===== src/rtl/wavegen_pkg.sv =====
// wavegen_pkg: waveform mode encodings shared by the wavegen_multi block and its users.
`default_nettype none

package wavegen_pkg;

    localparam logic [1:0] MODE_TRI   = 2'd0;
    localparam logic [1:0] MODE_SAW   = 2'd1;
    localparam logic [1:0] MODE_PULSE = 2'd2;
    localparam logic [1:0] MODE_SQR   = 2'd3;

endpackage

`default_nettype wire


===== src/rtl/wavegen_multi_if.sv =====
// wavegen_multi_if: control inputs and sample outputs of the multi-mode waveform generator.
`default_nettype none

interface wavegen_multi_if #(
    parameter int WIDTH = 4,
    parameter int DIV_W = 8
);
    logic             en;
    logic [1:0]       mode;
    logic [DIV_W-1:0] div;
    logic [WIDTH-1:0] duty;
    logic             sync;
    logic [WIDTH-1:0] wave_out;
    logic             wrap;

    modport master (
        output en, mode, div, duty, sync,
        input  wave_out, wrap
    );

    modport slave (
        input  en, mode, div, duty, sync,
        output wave_out, wrap
    );
endinterface

`default_nettype wire


===== src/rtl/wavegen_prescaler.sv =====
// wavegen_prescaler: emits one tick every div+1 enabled clocks; clr restarts the count.
`default_nettype none

module wavegen_prescaler #(
    parameter int DIV_W = 8
) (
    input  wire logic             clk,
    input  wire logic             rst_n,
    input  wire logic             en,
    input  wire logic             clr,
    input  wire logic [DIV_W-1:0] div,
    output logic                  tick
);
    logic [DIV_W-1:0] pre_cnt;

    // Compare with >= so a div lowered below the running count fires at once.
    assign tick = en & ~clr & (pre_cnt >= div);

    always_ff @(posedge clk or negedge rst_n) begin
        if (!rst_n) begin
            pre_cnt <= '0;
        end else if (!en || clr || tick) begin
            pre_cnt <= '0;
        end else begin
            pre_cnt <= pre_cnt + 1'b1;
        end
    end
endmodule

`default_nettype wire


===== src/rtl/wavegen_multi.sv =====
// wavegen_multi: prescaled phase accumulator producing triangle, sawtooth, pulse or square samples.
`default_nettype none

module wavegen_multi
    import wavegen_pkg::*;
#(
    parameter int WIDTH = 4,
    parameter int DIV_W = 8
) (
    input  wire logic       base_freq,
    input  wire logic       rst_n,
    wavegen_multi_if.slave  bus
);
    localparam logic [WIDTH:0] PHASE_MAX = '1;

    logic [WIDTH:0]   phase;
    logic [1:0]       mode_q;
    logic [WIDTH-1:0] sample;
    logic             tick;
    logic             period_end;

    wavegen_prescaler #(
        .DIV_W (DIV_W)
    ) u_prescaler (
        .clk   (base_freq),
        .rst_n (rst_n),
        .en    (bus.en),
        .clr   (bus.sync),
        .div   (bus.div),
        .tick  (tick)
    );

    // tick is already gated by sync, so a restart can never also report a wrap.
    assign period_end = tick && (phase == PHASE_MAX);

    always_comb begin
        sample = '0;
        case (mode_q)
            MODE_TRI:   sample = phase[WIDTH] ? ~phase[WIDTH-1:0] : phase[WIDTH-1:0];
            MODE_SAW:   sample = phase[WIDTH:1];
            MODE_PULSE: sample = (phase[WIDTH:1] < bus.duty) ? '1 : '0;
            MODE_SQR:   sample = phase[WIDTH] ? '0 : '1;
            default:    sample = '0;
        endcase
    end

    always_ff @(posedge base_freq or negedge rst_n) begin
        if (!rst_n) begin
            phase        <= '0;
            mode_q       <= MODE_TRI;
            bus.wave_out <= '0;
            bus.wrap     <= 1'b0;
        end else if (!bus.en) begin
            phase        <= '0;
            mode_q       <= bus.mode;
            bus.wave_out <= '0;
            bus.wrap     <= 1'b0;
        end else begin
            bus.wave_out <= sample;
            bus.wrap     <= period_end;
            if (bus.sync) begin
                phase  <= '0;
                mode_q <= bus.mode;
            end else if (tick) begin
                phase <= phase + 1'b1;
                // Mode changes only land on a period boundary to avoid glitching the waveform.
                if (phase == PHASE_MAX) begin
                    mode_q <= bus.mode;
                end
            end
        end
    end
endmodule

`default_nettype wire


===== src/flat_wrapper.sv =====
// flat-port wrapper written by rule: the top's interface ports become plain ports
module wavegen_multi_flat import wavegen_pkg::*;
#(
    parameter int WIDTH = 4,
    parameter int DIV_W = 8
)
  (base_freq, rst_n, bus_en, bus_mode, bus_div, bus_duty, bus_sync, bus_wave_out, bus_wrap);
  wavegen_multi_if #(.WIDTH(WIDTH), .DIV_W(DIV_W)) bus_i ();
  input  wire logic base_freq;
  input  wire logic rst_n;
  input wire logic [$bits(bus_i.en)-1:0] bus_en;
  input wire logic [$bits(bus_i.mode)-1:0] bus_mode;
  input wire logic [$bits(bus_i.div)-1:0] bus_div;
  input wire logic [$bits(bus_i.duty)-1:0] bus_duty;
  input wire logic [$bits(bus_i.sync)-1:0] bus_sync;
  output wire logic [$bits(bus_i.wave_out)-1:0] bus_wave_out;
  output wire logic [$bits(bus_i.wrap)-1:0] bus_wrap;
  assign bus_i.en = bus_en;
  assign bus_i.mode = bus_mode;
  assign bus_i.div = bus_div;
  assign bus_i.duty = bus_duty;
  assign bus_i.sync = bus_sync;
  assign bus_wave_out = bus_i.wave_out;
  assign bus_wrap = bus_i.wrap;
  wavegen_multi #(.WIDTH(WIDTH), .DIV_W(DIV_W)) u_core (.base_freq(base_freq), .rst_n(rst_n), .bus(bus_i));
endmodule

===== config.mk =====
export PLATFORM = sky130hd
export DESIGN_NAME = wavegen_multi_flat
export DESIGN_NICKNAME = d
export VERILOG_FILES = /design/src/rtl/wavegen_pkg.sv /design/src/rtl/wavegen_multi_if.sv /design/src/rtl/wavegen_prescaler.sv /design/src/rtl/wavegen_multi.sv /design/src/flat_wrapper.sv
export SDC_FILE = /design/constraint.sdc
export NUM_CORES = 1
export LEC_CHECK = 0
export ABC_AREA = 1
export BUFFER_PORTS_ARGS = -buffer_cell sky130_fd_sc_hd__buf_2
export CORE_MARGIN = 10
export CORE_UTILIZATION = 50
export CTS_CLUSTER_DIAMETER = 120
export CTS_CLUSTER_SIZE = 16
export DETAILED_ROUTE_END_ITERATION = 10
export GPL_TIMING_DRIVEN = 0
export PLACE_DENSITY = 0.83
export SYNTH_ARGS = -nofsm -noshare
export SYNTH_HDL_FRONTEND = slang
export SYNTH_SLANG_ARGS = --single-unit

===== constraint.sdc =====
create_clock -name base_freq -period 1.6 [get_ports base_freq]
set_input_delay 0.16 -clock base_freq [delete_from_list [all_inputs] [get_ports base_freq]]
set_output_delay 0.16 -clock base_freq [all_outputs]
set_load 0.05 [all_outputs]

==> flow_metrics.tcl <==
set metrics [dict create \
    outcome "complete, but fails checks" \
    violations "negative setup slack" \
    clk_latency_ns 0.32 \
    ff2ff_setup_slack_ns -0.08 \
    drtIter0Drc 79 \
    grt_pass1_wl_um 4960 \
    clockBufferDepth 2 \
    grt_pass1_vias 1148 \
    synth_fa_ha_area_share_pct 12.8 \
    drt_first_pass_iters 5 \
    antenna_left 0 \
    syn_area_per_cell_um2 7.37 \
    synth.area.mux_share_pct 0 \
    hold_slack_ns 0.0951 \
    critPathBufInv 1 \
    relSlewSlack_pct 70.5 \
    wl_per_cell_um 13.7 \
    mostFrequentLayoutCells "nand2_1, inv_1, buf_2" \
    synth_xor_area_share_pct 1.93 \
    min_path_cells 3 \
    coreArea_um2 2540 \
    crit_arrival_ns 1.90 \
    rows 18 \
    start_util_pct 53.6 \
    hp-class "in2reg" \
    rsz0062_at_grt "yes" \
    r2r.worst_path.cells 8 \
    ir_drop_mv 0.579 \
    maxSlewViolCount 0 \
    hp-start "bus_mode[1]" \
    slowest_stage "dfrtp_1" \
    drt-total-wl_um 3500 \
    synth_seq_cells 20 \
    leakage_uw 0.00101 \
    worstMarginPinSlew_ns 0.442 \
    cp.required_ns 1.82 \
    synth_compound_gate_area_share_pct 6.88 \
    synth_warnings 0 \
    p_clk_share_pct 23.7 \
    cp_slowest_stage_delay_ns 0.46 \
    drive_gt1_share_pct 32.0 \
    dieArea_um2 5220 \
    synth_area_um2 1360 \
    io_buffers 22 \
    switching_share_pct 33.3 \
    htree_levels 1 \
    fmax_mhz 594 \
    clock_skew_ns 0.00225 \
    netlist_instances 185 \
    hpwl_um 2130 \
    period_share_pct 105 \
    cp_cell_sequence "ha_1, nand2_1, nor2_1, nor2_4, nand3_4, buf_8, nand3_2, nand2_1" \
    setup_viol 14 \
    syn_nets 217 \
    final_common_cell "nand2_1" \
    overflow 0 \
    fin_ws_ns -0.0842 \
    crit_fanout 7 \
    die_h_um 72.2 \
    io_pins 23 \
    p_int_uw 719 \
    ys_seq_area_share_pct 36.7 \
    numCtsBuffers 3 \
    crit_top_cell "nand2_1" \
    reg2reg_from "u_core.u_prescaler.pre_cnt[6]" \
    final_net_count 259 \
    power_switching_uw 360 \
    dieWidth_um 72.2 \
    grt_max_degree 21 \
    fin_setup_tns_ns -0.433 \
    vias_per_cell 5.19 \
    cp.depth 8 \
    area_delta_synth_final_pct 32.7 \
    fin_crit_ns 1.68 \
    final_util_pct 71.1 \
    timing.hold.worst_endpoint "u_core.mode_q[1]" \
    cp-start-kind "register" \
    worstReg2RegEnd "u_core.mode_q[0]" \
    endpoint_kind "register" \
    drc_errors 0 \
    synthSimpleGateAreaFrac_pct 30.4 \
    vias 1323 \
    cts_tree "yes" \
    comb_power_share_pct 25.8 \
    clockRootBuffer "clkbuf_4" \
    p_per_area_nw_per_um2 596 \
    track_usage_pct 11.4 \
    clock-sinks 20 \
    clk_pin_slew_ns 0.11 \
    finalHoldViolations 0 \
    antenna_found_initial 0 \
    critPathTopFamily "simple AND/OR/NAND/NOR gates" \
    timing.max_cap.violations 0 \
    worstSetupPathType "reg2reg" \
    ys_types 23 \
    synth_top_family_by_area "simple AND/OR/NAND/NOR gates" \
    pwr-share-seq_pct 50.5 \
    num_antenna_cells 0 \
    place.gp.congestion 0.847 \
]
worst min-delay path, delay by kind of cell:
family,cells,cell delay (ns)
buf+inv,1,0.11
simple gates,2,0.12
cells by family (layout without fill, tap and decap cells):
family | Yosys count | count (layout)
xor+xnor | 3 | 3
flops | 20 | 20
buf+inv | 39 | 79
simple gates | 94 | 94
compound gates | 15 | 15
fa+ha+maj | 14 | 14
power by group through the flow:
stage | Sequential, µW | Combinational [µW] | Clock (µW)
2_1_floorplan | 597 | 112 | 0
3_3_place_gp | 553 | 222 | 0
3_5_place_dp | 553 | 227 | 0
4_1_cts | 542 | 236 | 249
5_1_grt | 548 | 311 | 280
6_report | 544 | 278 | 256
timing repair:
item / CTS / global route
setup buffers: 6 / 7
pin swaps: 0 / 12
setup endpoints to repair: 10 / 20
endpoints found under the hold margin: 20 / 0
gates cloned: 0 / 1
hold buffers: 1 / 0
gates resized for setup: 1 / 28
cells in the mapped netlist:
cell type   n  area (µm²)
o21ai_0     4        20.0
nor4_1      1        6.26
nand3_1    17        85.1
ha_1       14         175
a21oi_1     5        25.0
dfrtp_1    20         500
buf_6       1        11.3
nor3_1      2        10.0
o21bai_1    1        7.51
inv_1      36         135
nor2_1     19        71.3
xor2_1      3        26.3
inv_2       2        7.51
nand4_1     1        6.26
a21boi_0    1        7.51
o21ai_2     3        26.3
nand2_2     1        6.26
nor2_4      2        22.5
nor3_2      1        10.0
a21o_1      1        7.51
nand3_2     1        10.0
nand2_1    48         180
or2_1       1        6.26
state kept, by name, indices dropped and copies added (netlist names):
register / count
u_core.u_prescaler.pre_cnt: 8
u_core.bus.wave_out: 4
u_core.mode_q: 2
u_core.bus.wrap: 1
u_core.phase: 5
worst max-delay path by stage:
stage	startpoint	to
finish	u_core.u_prescaler.pre_cnt[6]	u_core.mode_q[0]
global route	u_core.u_prescaler.pre_cnt[4]	u_core.mode_q[0]
CTS	u_core.u_prescaler.pre_cnt[3]	u_core.mode_q[1]
global placement	u_core.u_prescaler.pre_cnt[5]	u_core.mode_q[0]
detailed placement	u_core.u_prescaler.pre_cnt[3]	u_core.mode_q[1]
floorplan	u_core.u_prescaler.pre_cnt[5]	u_core.mode_q[0]
routing by layer:
metal | global-route usage [%] | routed length [µm] | up-vias
met4 | 6.45 | 110 | 0
met2 | 18.1 | 1780 | 59
met1 | 13.9 | 1340 | 594
met5 | 0 | 0 | -
met3 | 2.72 | 264 | 12
li1 | - | - | 658
layout make-up:
type / instances / area (µm²)
timing repair buffer: 37 / 243
inverter: 38 / 143
multi-input combinational: 126 / 846
tap: 30 / 37.5
clock buffer: 3 / 22.5
sequential: 20 / 503
buffer: 1 / 15.0
fill: 188 / 736
stage by stage:
step           instances  setup slack (ns)  total power, µW  cell area [µm²]
6_report             255           -0.0842             1080             1810
5_1_grt              255            -0.151             1140             1810
3_3_place_gp         237           -0.0245              775             1510
4_1_cts              247            0.0168             1030             1600
2_1_floorplan        185             0.113              709             1360
3_5_place_dp         237           -0.0600              780             1510
Power figures use the tool's default switching activity.
